===== config.mk =====
export PLATFORM = sky130hd
export DESIGN_NAME = gpio_key_ctrl_flat
export DESIGN_NICKNAME = d
export VERILOG_FILES = /design/src/rtl/gpio_key_pkg.sv /design/src/rtl/gpio_key_if.sv /design/src/rtl/key_debounce.sv /design/src/rtl/gpio_key_ctrl.sv /design/src/flat_wrapper.sv
export SDC_FILE = /design/constraint.sdc
export NUM_CORES = 1
export LEC_CHECK = 0
export ABC_AREA = 1
export BUFFER_PORTS_ARGS = -buffer_cell sky130_fd_sc_hd__clkbuf_2
export CORE_UTILIZATION = 60
export CTS_CLUSTER_DIAMETER = 120
export CTS_CLUSTER_SIZE = 14
export DETAILED_ROUTE_END_ITERATION = 8
export MAX_ROUTING_LAYER = met4
export PLACE_DENSITY = 0.77
export RECOVER_POWER = 25
export SKIP_CTS_REPAIR_TIMING = 1
export SLEW_MARGIN = 20
export SYNTH_ARGS = -nofsm -noshare
export SYNTH_HDL_FRONTEND = slang
export SYNTH_SLANG_ARGS = --single-unit

===== constraint.sdc =====
create_clock -name clk -period 4.09 [get_ports clk]
set_input_delay 0.818 -clock clk [delete_from_list [all_inputs] [get_ports clk]]
set_output_delay 0.818 -clock clk [all_outputs]
set_load 0.05 [all_outputs]

===== src/rtl/gpio_key_pkg.sv =====
// Shared types and constants for the GPIO key/interrupt controller.
// Pin map, FSM state encoding and default timing counts live here.
package gpio_key_pkg;

  localparam int PIN_W    = 3;
  localparam int NUM_KEYS = 2;

  localparam int INTR_BIT = 2;
  localparam int KEY1_BIT = 1;
  localparam int KEY0_BIT = 0;

  localparam int DEBOUNCE_CNT_DEF = 1000000;
  localparam int HOLDOFF_CNT_DEF  = 1000;

  typedef enum logic [1:0] {
    IDLE    = 2'd0,
    ASSERT  = 2'd1,
    HOLDOFF = 2'd2
  } intr_state_e;

  // Counter width able to hold terminal-1; never narrower than one bit.
  function automatic int cnt_width(input int terminal);
    return (terminal > 1) ? $clog2(terminal) : 1;
  endfunction

endpackage


===== src/rtl/gpio_key_if.sv =====
// Software-facing control/status bundle of the key controller.
// master = register/software side, slave = controller side.
interface gpio_key_if;

  logic                               intr_en;
  logic                               intr_ack;
  logic [gpio_key_pkg::NUM_KEYS-1:0]  evt_clr;
  logic [gpio_key_pkg::NUM_KEYS-1:0]  key_state;
  logic [gpio_key_pkg::NUM_KEYS-1:0]  key_evt;
  logic                               intr_busy;

  modport master (
    output intr_en,
    output intr_ack,
    output evt_clr,
    input  key_state,
    input  key_evt,
    input  intr_busy
  );

  modport slave (
    input  intr_en,
    input  intr_ack,
    input  evt_clr,
    output key_state,
    output key_evt,
    output intr_busy
  );

endinterface


===== src/rtl/key_debounce.sv =====
// One key: 2-flop synchronizer, stability counter and debounced level.
// A level is accepted only after it differs from key_level for DEBOUNCE_CNT cycles.
module key_debounce
  import gpio_key_pkg::*;
#(
  parameter int DEBOUNCE_CNT = DEBOUNCE_CNT_DEF
) (
  input  logic clk,
  input  logic rst_n,
  input  logic pad_async,
  output logic key_level
);

  localparam int              CNT_W    = cnt_width(DEBOUNCE_CNT);
  localparam logic [CNT_W-1:0] CNT_LAST = CNT_W'(DEBOUNCE_CNT - 1);

  logic             sync_0_reg;
  logic             sync_1_reg;
  logic             key_level_reg;
  logic             key_level_next;
  logic [CNT_W-1:0] cnt_reg;
  logic [CNT_W-1:0] cnt_next;

  // Idle (released) level is 1, so the synchronizer resets to 1 as well.
  always_ff @(posedge clk or negedge rst_n) begin
    if (!rst_n) begin
      sync_0_reg    <= 1'b1;
      sync_1_reg    <= 1'b1;
      key_level_reg <= 1'b1;
      cnt_reg       <= '0;
    end else begin
      sync_0_reg    <= pad_async;
      sync_1_reg    <= sync_0_reg;
      key_level_reg <= key_level_next;
      cnt_reg       <= cnt_next;
    end
  end

  always_comb begin
    key_level_next = key_level_reg;
    cnt_next       = '0;
    if (sync_1_reg != key_level_reg) begin
      if (cnt_reg >= CNT_LAST) begin
        key_level_next = sync_1_reg;
      end else begin
        cnt_next = cnt_reg + 1'b1;
      end
    end
  end

  assign key_level = key_level_reg;

endmodule


===== src/rtl/gpio_key_ctrl.sv =====
// Two debounced keys with sticky press flags driving an open-drain interrupt pin.
// The pin is pulled low in ASSERT and held released for HOLDOFF_CNT cycles after release.
module gpio_key_ctrl
  import gpio_key_pkg::*;
#(
  parameter int DEBOUNCE_CNT = DEBOUNCE_CNT_DEF,
  parameter int HOLDOFF_CNT  = HOLDOFF_CNT_DEF
) (
  input  logic             clk,
  input  logic             rst_n,
  output logic [PIN_W-1:0] gpio_t,
  output logic [PIN_W-1:0] gpio_o,
  input  logic [PIN_W-1:0] gpio_i,
  gpio_key_if.slave        bus
);

  localparam int              HOLD_W    = cnt_width(HOLDOFF_CNT);
  localparam logic [HOLD_W-1:0] HOLD_LAST = HOLD_W'(HOLDOFF_CNT - 1);

  logic [NUM_KEYS-1:0] key_state_w;
  logic [NUM_KEYS-1:0] key_prev_reg;
  logic [NUM_KEYS-1:0] key_evt_reg;
  logic [NUM_KEYS-1:0] key_evt_next;
  logic [NUM_KEYS-1:0] key_fall;

  intr_state_e         state_reg;
  intr_state_e         state_next;
  logic [HOLD_W-1:0]   hold_cnt_reg;
  logic [HOLD_W-1:0]   hold_cnt_next;
  logic                pin_release_reg;
  logic                pin_release_next;

  // The interrupt pad readback carries nothing useful for the controller.
  logic                intr_pad_unused;
  assign intr_pad_unused = gpio_i[INTR_BIT];

  genvar gi;
  generate
    for (gi = 0; gi < NUM_KEYS; gi++) begin : g_key
      key_debounce #(
        .DEBOUNCE_CNT (DEBOUNCE_CNT)
      ) u_debounce (
        .clk       (clk),
        .rst_n     (rst_n),
        .pad_async (gpio_i[KEY0_BIT + gi]),
        .key_level (key_state_w[gi])
      );
    end
  endgenerate

  // Active-low keys: a press is a 1->0 step of the debounced level.
  assign key_fall     = key_prev_reg & ~key_state_w;
  assign key_evt_next = (key_evt_reg & ~bus.evt_clr) | key_fall;

  always_ff @(posedge clk or negedge rst_n) begin
    if (!rst_n) begin
      key_prev_reg    <= '1;
      key_evt_reg     <= '0;
      state_reg       <= IDLE;
      hold_cnt_reg    <= '0;
      pin_release_reg <= 1'b1;
    end else begin
      key_prev_reg    <= key_state_w;
      key_evt_reg     <= key_evt_next;
      state_reg       <= state_next;
      hold_cnt_reg    <= hold_cnt_next;
      pin_release_reg <= pin_release_next;
    end
  end

  always_comb begin
    state_next    = state_reg;
    hold_cnt_next = '0;
    unique case (state_reg)
      IDLE: begin
        if (bus.intr_en && (|key_evt_reg)) begin
          state_next = ASSERT;
        end
      end
      ASSERT: begin
        if (bus.intr_ack || !bus.intr_en) begin
          state_next = HOLDOFF;
        end
      end
      HOLDOFF: begin
        if (hold_cnt_reg >= HOLD_LAST) begin
          state_next = IDLE;
        end else begin
          hold_cnt_next = hold_cnt_reg + 1'b1;
        end
      end
      default: begin
        state_next = IDLE;
      end
    endcase
    // Pad control comes from its own flop so the output never sees decode glitches.
    pin_release_next = (state_next != ASSERT);
  end

  always_comb begin
    gpio_t           = '1;
    gpio_o           = '0;
    gpio_t[INTR_BIT] = pin_release_reg;
  end

  assign bus.key_state = key_state_w;
  assign bus.key_evt   = key_evt_reg;
  assign bus.intr_busy = (state_reg != IDLE);

endmodule


===== src/flat_wrapper.sv =====
// flat-port wrapper written by rule: the top's interface ports become plain ports
module gpio_key_ctrl_flat import gpio_key_pkg::*;
#(
  parameter int DEBOUNCE_CNT = DEBOUNCE_CNT_DEF,
  parameter int HOLDOFF_CNT  = HOLDOFF_CNT_DEF
)
  (clk, rst_n, gpio_t, gpio_o, gpio_i, bus_intr_en, bus_intr_ack, bus_evt_clr, bus_key_state, bus_key_evt, bus_intr_busy);
  gpio_key_if bus_i ();
  input  logic clk;
  input  logic rst_n;
  output logic [PIN_W-1:0] gpio_t;
  output logic [PIN_W-1:0] gpio_o;
  input  logic [PIN_W-1:0] gpio_i;
  input wire logic [$bits(bus_i.intr_en)-1:0] bus_intr_en;
  input wire logic [$bits(bus_i.intr_ack)-1:0] bus_intr_ack;
  input wire logic [$bits(bus_i.evt_clr)-1:0] bus_evt_clr;
  output wire logic [$bits(bus_i.key_state)-1:0] bus_key_state;
  output wire logic [$bits(bus_i.key_evt)-1:0] bus_key_evt;
  output wire logic [$bits(bus_i.intr_busy)-1:0] bus_intr_busy;
  assign bus_i.intr_en = bus_intr_en;
  assign bus_i.intr_ack = bus_intr_ack;
  assign bus_i.evt_clr = bus_evt_clr;
  assign bus_key_state = bus_i.key_state;
  assign bus_key_evt = bus_i.key_evt;
  assign bus_intr_busy = bus_i.intr_busy;
  gpio_key_ctrl #(.DEBOUNCE_CNT(DEBOUNCE_CNT), .HOLDOFF_CNT(HOLDOFF_CNT)) u_core (.clk(clk), .rst_n(rst_n), .gpio_t(gpio_t), .gpio_o(gpio_o), .gpio_i(gpio_i), .bus(bus_i));
endmodule

# Word-level counts from Yosys, hierarchy flattened
# Index checks and enable logic that the tools add are counted.
[classes]
mux = 10
eq_ne = 5
reduce_logical = 8
n_bitwise = 5
addsub = 3
magnitude_cmp = 3
[ops]
columns = ["operator", "count"]
rows = [
  ["$mux W20", 4],
  ["$add A20 B1 Y20 const B", 2],
  ["$ge A20 B20 Y1 const B", 2],
  ["$mux W10", 2],
  ["$add A10 B1 Y10 const B", 1],
  ["$ge A10 B10 Y1 const B", 1],
  ["$mux W2", 3],
  ["$pmux W2 S3", 1],
  ["$and A2 B2 Y2", 2],
  ["$not A2 Y2", 2],
  ["$reduce_and A2 Y1", 2],
  ["$eq A2 B1 Y1 const B", 1],
  ["$eq A2 B2 Y1 const B", 1],
  ["$logic_not A2 Y1", 1],
  ["$ne A1 B1 Y1", 2],
  ["$ne A2 B1 Y1 const B", 1],
  ["$or A2 B2 Y2", 1],
  ["$reduce_bool A2 Y1", 1],
  ["$reduce_or A2 Y1", 1],
  ["$logic_and A1 B1 Y1", 1],
  ["$logic_not A1 Y1", 1],
  ["$logic_or A1 B1 Y1", 1],
]
[totals]
reg_bits = 63
in_bits = 9
output_inout_bits = 11
wordCells = 47

# Depth between registers and ports, before layout
# Gate-level depths: netlist of run 1.
[logic_depth]
ltp_word = 5
ltp_mapped = 8
depth_no_buf = 8

# Hierarchy
# A second synthesis of run 1 with hierarchy kept.
[unflattened]
hier_cells = 429
area_unflattened_um2 = 3545.9
[modules_own_cells]
columns = ["module", "n_inst", "cells_each", "seq_area_each_um2", "area_each_um2"]
rows = [
  ["key_debounce", 2, 168, 579.3, 1362.6],
  ["gpio_key_ctrl", 1, 93, 429.2, 820.8],
]

# Worst setup path before layout of run 1
# No wires, ideal clock.
[synth_timing]
path_kind = "reg2out"
from = "register u_core.state_reg[1]"
to = "output port bus_intr_busy"
slack_ns = 2.502
required_ns = 3.272
n_path_buf = 0
arrival_ns = 0.770
stages_incl_launch_ff = 2
cell_sequence = "dfrtp_1 > or2_2"
[synth_between]
elab_chain_cells = 1
[synth_rtl]
columns = ["element", "line", "rtl"]
rows = [
  ["start: declaration", "gpio_key_ctrl.sv:26", "intr_state_e state_reg;"],
  ["start signal: assignment", "gpio_key_ctrl.sv:65", "state_reg <= state_next;"],
  ["$reduce_bool A2 Y1", "gpio_key_ctrl.sv:108", "assign bus.intr_busy = (state_reg != IDLE);"],
  ["end: declaration", "flat_wrapper.sv:19", "output wire logic [$bits(bus_i.intr_busy)-1:0] bus_intr_busy;"],
]
# Every way passes these cells.

==> results of run 1 <==
[placed cells by master (no fill, tap or decap), drive strengths merged, types with 5 or more instances in the layout]
| master | instances |
|---|---|
| o21ai | 10 |
| dfstp | 9 |
| nand3 | 24 |
| nand4 | 9 |
| xor2 | 17 |
| nor3 | 12 |
| inv | 53 |
| a21oi | 5 |
| conb | 5 |
| dfrtp | 54 |
| nor2 | 95 |
| nand2 | 102 |
| clkbuf | 26 |
| xnor2 | 7 |
[cell families (layout without fill, tap and decap cells)]
kind of cell             after synthesis  in the layout  synth area share
AND/OR/NAND/NOR                      243            243             0.317
buffers and inverters                 65             83            0.0895
flip-flops                            63             63             0.479
XOR/XNOR                              24             24            0.0635
AO/OA/AOI/OAI                         21             21            0.0366
adder cells (fa/ha/maj)                3              3            0.0113
other                                  2              5           0.00227
[cell type report]
type,count,share of cell area
Clock buffer,13,0.0446
Timing Repair Buffer,14,0.0197
Clock inverter,3,0.00492
Tap cell,70,0.0246
Sequential cell,63,0.446
Multi-Input combinational cell,296,0.404
Inverter,53,0.0559
[worst min-delay path by stage]
stage	startpoint	to	slack (ns)
finish	u_core.g_key[1].u_debounce.sync_0_reg	u_core.g_key[1].u_debounce.sync_1_reg	0.35
global route	u_core.g_key[0].u_debounce.sync_0_reg	u_core.g_key[0].u_debounce.sync_1_reg	0.36
CTS	u_core.g_key[1].u_debounce.sync_0_reg	u_core.g_key[1].u_debounce.sync_1_reg	0.35
detailed placement	u_core.g_key[0].u_debounce.sync_0_reg	u_core.g_key[0].u_debounce.sync_1_reg	0.35
global placement	u_core.g_key[1].u_debounce.sync_0_reg	u_core.g_key[1].u_debounce.sync_1_reg	0.35
floorplan	u_core.g_key[0].u_debounce.sync_0_reg	u_core.g_key[0].u_debounce.sync_1_reg	0.35
[through the flow]
stage	worst slack (ns)	hold slack [ns]
6_report	1.88	0.352
5_1_grt	1.47	0.357
4_1_cts	2.01	0.353
3_5_place_dp	2.11	0.347
3_3_place_gp	2.13	0.346
2_1_floorplan	2.50	0.345
[metal layers]
metal,part of all wire,vias up,global-route usage
li1,-,1319,-
met1,0.51,1147,0.303
met2,0.44,35,0.325
met3,0.031,11,0.0383
met4,0.014,0,0.0923
met5,0,-,-
[power groups by stage]
stage	clock, uW	sequential, uW	combinational [uW]
6_report	475	658	82.3
5_1_grt	511	660	96.9
4_1_cts	488	658	84.7
3_5_place_dp	0	669	84.9
3_3_place_gp	0	668	82.3
2_1_floorplan	0	667	64.9
==> results.cfg, run 1 <==
[route]
first_pass_iters = 6
avgRoutedWirePerCell_um = 10.8
drtIter0Drc = 116
via_per_inst = 4.91
num_vias = 2512
drc_errors = 0
detail_route.wirelength_um = 5530
ant_nets = 0

[timing]
rsz0062_at_grt = false
slew_viol_final = 35
finalCritPeriodShare = 0.540
setup_viol = 0
finalHoldViolations = 0
tns_ns = 0
skew_ns = 0.00652
relSlewSlack = -0.189
max_slew.worst_pin.slew_ns = 1.78
period_minus_slack_ns = 2.21
fmaxAchievable_ghz = 0.453

[floorplanning]
initial_utilization = 0.636
io_pins = 20
die_area_sq_um = 5820
fp.dieW_um = 76.3
core_sq_um = 5200
die_h_um = 76.3
rows = 26

[yosys]
synth_flop_cell = dfrtp_1
yosysUniqueCellTypes = 27
synthArstFlopShare = 1.00
synthCells = 421
synth_commonest_cells = nand2_1, nor2_1, dfrtp_1, inv_1, nand3_1
yosysMostFrequentCell = nand2_1
yosys.area.top_type = dfrtp_1
yosysWarnings = 0
ys_ff_latch = 63
synth_area_sq_um = 3310
avgSynthCellArea_sq_um = 7.87
synth_edf_count = 0
ys_seq_area_frac = 0.479
synth_top_area_share = 0.408
synthTopCellsByArea = dfrtp_1, nand2_1, nor2_1

[run_status]
status = finished, violations left
violations = capacitance limit, slew limit

[worst_hold_path]
hold_path.class = register to register
hold_depth = 0

[layout]
layoutNonFillerInstCount = 512
stdcell_area_sq_um = 3560
area_growth_pct = 7.48
final_util = 0.684
multi_input_area_sq_um = 1440
antenna_cells = 0
drive_gt1_frac = 0.111
regArea_sq_um = 1590
largest_register_ff_count = 40
nNetsFinal = 449
fillers = 435

[setup_path]
critical_path_required_ns = 4.52
cp-end-kind = asynchronous set/reset pin
reg2reg_slack_ns = 2.13
criticalPathCategory = primary input to asynchronous set/reset pin
cp_cell_sequence = clkbuf_1 > buf_4
reg2reg_from = u_core.g_key[1].u_debounce.cnt_reg[0]
timing.rr.end = u_core.g_key[1].u_debounce.cnt_reg[11]
r2r_cells = 6
startpoint_type = primary input
slowest_stage = clkbuf_1
cp-endpoint = u_core.g_key[1].u_debounce.sync_0_reg
worstSetupPathDepth = 2
path_buf_inv = 2
arrival_ns = 2.64
critPathMaxStageDelay_ns = 1.26
crit_start = rst_n
cp_max_fo = 34
critPathTopFamily = buffers and inverters

[pwr]
swShare = 0.244
internal_power_uw = 919
p_leak_uw = 0.00159
ir_drop_uv = 229
powerDensity_nw_per_um2 = 341
pwr-share-clk = 0.391
netSwitchingPower_uw = 297
seqPwrFrac = 0.541
power_uw = 1220
p_comb_frac = 0.068

[cts]
path_clk_slew_ns = 0.06
cts_buffer_depth = 2
h-tree-depth = 3
cts_buffers = 9
cts_root_buffer = clkbuf_8
clock_latency_ns = 0.33
cts_tree = yes
cts_sinks = 63

[placed_design]
placed_cells = 496
dp_hpwl_um = 4030
port_buffers = 13
gp_congestion = 0.835
placed_cell_area_sq_um = 3390

[global_routing]
grt_pass1_wl_um = 9970
antenna_found_initial = 0
grt-ovfl-total = 0
first_global_vias = 2340
grt_use_total = 0.221
grt_max_degree = 35

[job]
cap_violations = 1
No activity file was read; power rests on OpenSTA's default activity.
==> run 2, diff against run 1 <==
==> constraint.sdc (replaced) <==
create_clock -name clk -period 2.25 [get_ports clk]
set_input_delay 0.45 -clock clk [delete_from_list [all_inputs] [get_ports clk]]
set_output_delay 0.45 -clock clk [all_outputs]
set_load 0.05 [all_outputs]
==> results.cfg, run 2 (synthesized netlist as in run 1, its figures left out) <==
[route]
via_per_inst = 4.93
detail_route.wirelength_um = 5700
num_vias = 2528
avgRoutedWirePerCell_um = 11.1
drtIter0Drc = 156
drc_errors = 0
ant_nets = 0
first_pass_iters = 4

[layout]
largest_register_ff_count = 40
area_growth_pct = 8.54
antenna_cells = 0
drive_gt1_frac = 0.117
stdcell_area_sq_um = 3590
final_cell_mix = nand2_1, nor2_1, dfrtp_1, inv_1, nand3_1
mostFrequentLayoutCell = nand2_1
nNetsFinal = 451

[cts]
path_clk_slew_ns = 0.06
h-tree-depth = 3
cts_sinks = 63
cts_tree = yes
clock_latency_ns = 0.33
cts_buffers = 9
cts_buffer_depth = 2
cts_root_buffer = clkbuf_8

[setup_path]
r2r_cells = 6
cp_max_fo = 20
arrival_ns = 1.98
cp-endpoint = u_core.g_key[0].u_debounce.cnt_reg[11]
startpoint_type = register
cp-end-kind = register
timing.rr.end = u_core.g_key[0].u_debounce.cnt_reg[11]
criticalPathCategory = register to register
reg2reg_slack_ns = 0.51
crit_start = u_core.g_key[0].u_debounce.cnt_reg[0]
critical_path_required_ns = 2.48
reg2reg_from = u_core.g_key[0].u_debounce.cnt_reg[0]

[timing]
setup_viol = 0
relSlewSlack = 0.143
finalHoldViolations = 0
period_minus_slack_ns = 1.74
fmaxAchievable_ghz = 0.573
slew_viol_final = 0
rsz0062_at_grt = false
skew_ns = 0.00955
max_slew.worst_pin.slew_ns = 1.29
tns_ns = 0
finalCritPeriodShare = 0.775

[global_routing]
first_global_vias = 2470
grt-ovfl-total = 0
grt_use_total = 0.228
antenna_found_initial = 0
grt_max_degree = 26
grt_pass1_wl_um = 10200

[placed_design]
dp_hpwl_um = 4220
placed_cell_area_sq_um = 3410
gp_congestion = 0.895
port_buffers = 13

[floorplanning]
die_area_sq_um = 5820
io_pins = 20
initial_utilization = 0.636
fp.dieW_um = 76.3
die_h_um = 76.3
rows = 26
core_sq_um = 5200

[pwr]
ir_drop_uv = 421
p_leak_uw = 0.00161
powerDensity_nw_per_um2 = 643

[run_status]
status = finished clean

[worst_hold_path]
hold_path.class = primary input to register

[job]
cap_violations = 0
==> run 2: cell count changes in the layout (fill, tap and decap cells not counted), sizes merged <==
cell / delta
clkinv: -1
buf: +1
bufinv: +1
==> run 2: cell type report <==
class	count	area [sq um]
fillers	437	1610
repair buffers	16	83.8
multi-input cells	296	1440
inverters	53	199
clock inverters	3	42.5
flip-flops and latches	63	1590
clock buffers	12	155
well taps	70	87.6
==> run 2: power by group <==
part           internal [uW]  leakage, uW  total (uW)  switching (uW)
logic                   44.0     0.000677         154             110
clock network            564    0.0000985         961             397
registers               1170     0.000838        1200            25.1
==> run 2: worst min-delay path by stage <==
stage | to | start | cells past startpoint
finish | u_core.g_key[0].u_debounce.sync_0_reg | gpio_i[0] | 1
global route | u_core.g_key[1].u_debounce.sync_0_reg | gpio_i[1] | 1
CTS | u_core.hold_cnt_reg[2] | rst_n | 1
detailed placement | u_core.g_key[0].u_debounce.sync_1_reg | u_core.g_key[0].u_debounce.sync_0_reg | 0
global placement | u_core.g_key[0].u_debounce.sync_1_reg | u_core.g_key[0].u_debounce.sync_0_reg | 0
floorplan | u_core.bus.key_evt[0] | rst_n | 0
==> run 2: routing by layer <==
| metal | global-route usage | wire, um | vias to the layer above |
|---|---|---|---|
| li1 | - | - | 1325 |
| met1 | 0.291 | 2900 | 1165 |
| met2 | 0.359 | 2580 | 32 |
| met3 | 0.0383 | 142 | 6 |
| met4 | 0.100 | 75 | 0 |
| met5 | - | 0 | - |
==> run 2: stage by stage <==
stage                     total power, uW  hold slack, ns  worst slack [ns]  cells  utilization
after floorplan                      1330           0.154             0.911    424            -
after global placement               1370           0.346             0.560    498        0.656
after detailed placement             1380           0.348             0.496    498        0.656
after CTS                            2350           0.144             0.484    513        0.694
after global routing                 2420           0.193             0.213    513        0.691
final                                2310           0.205             0.505    513        0.691
==> run 2: worst max-delay path, stage by stage, from the launching register on <==
cell	delay, ns
dfrtp_1	0.39
ha_1	0.28
inv_1	0.08
nor3_1	0.06
nand3_1	0.13
nand4_2	0.45
nor2_1	0.27
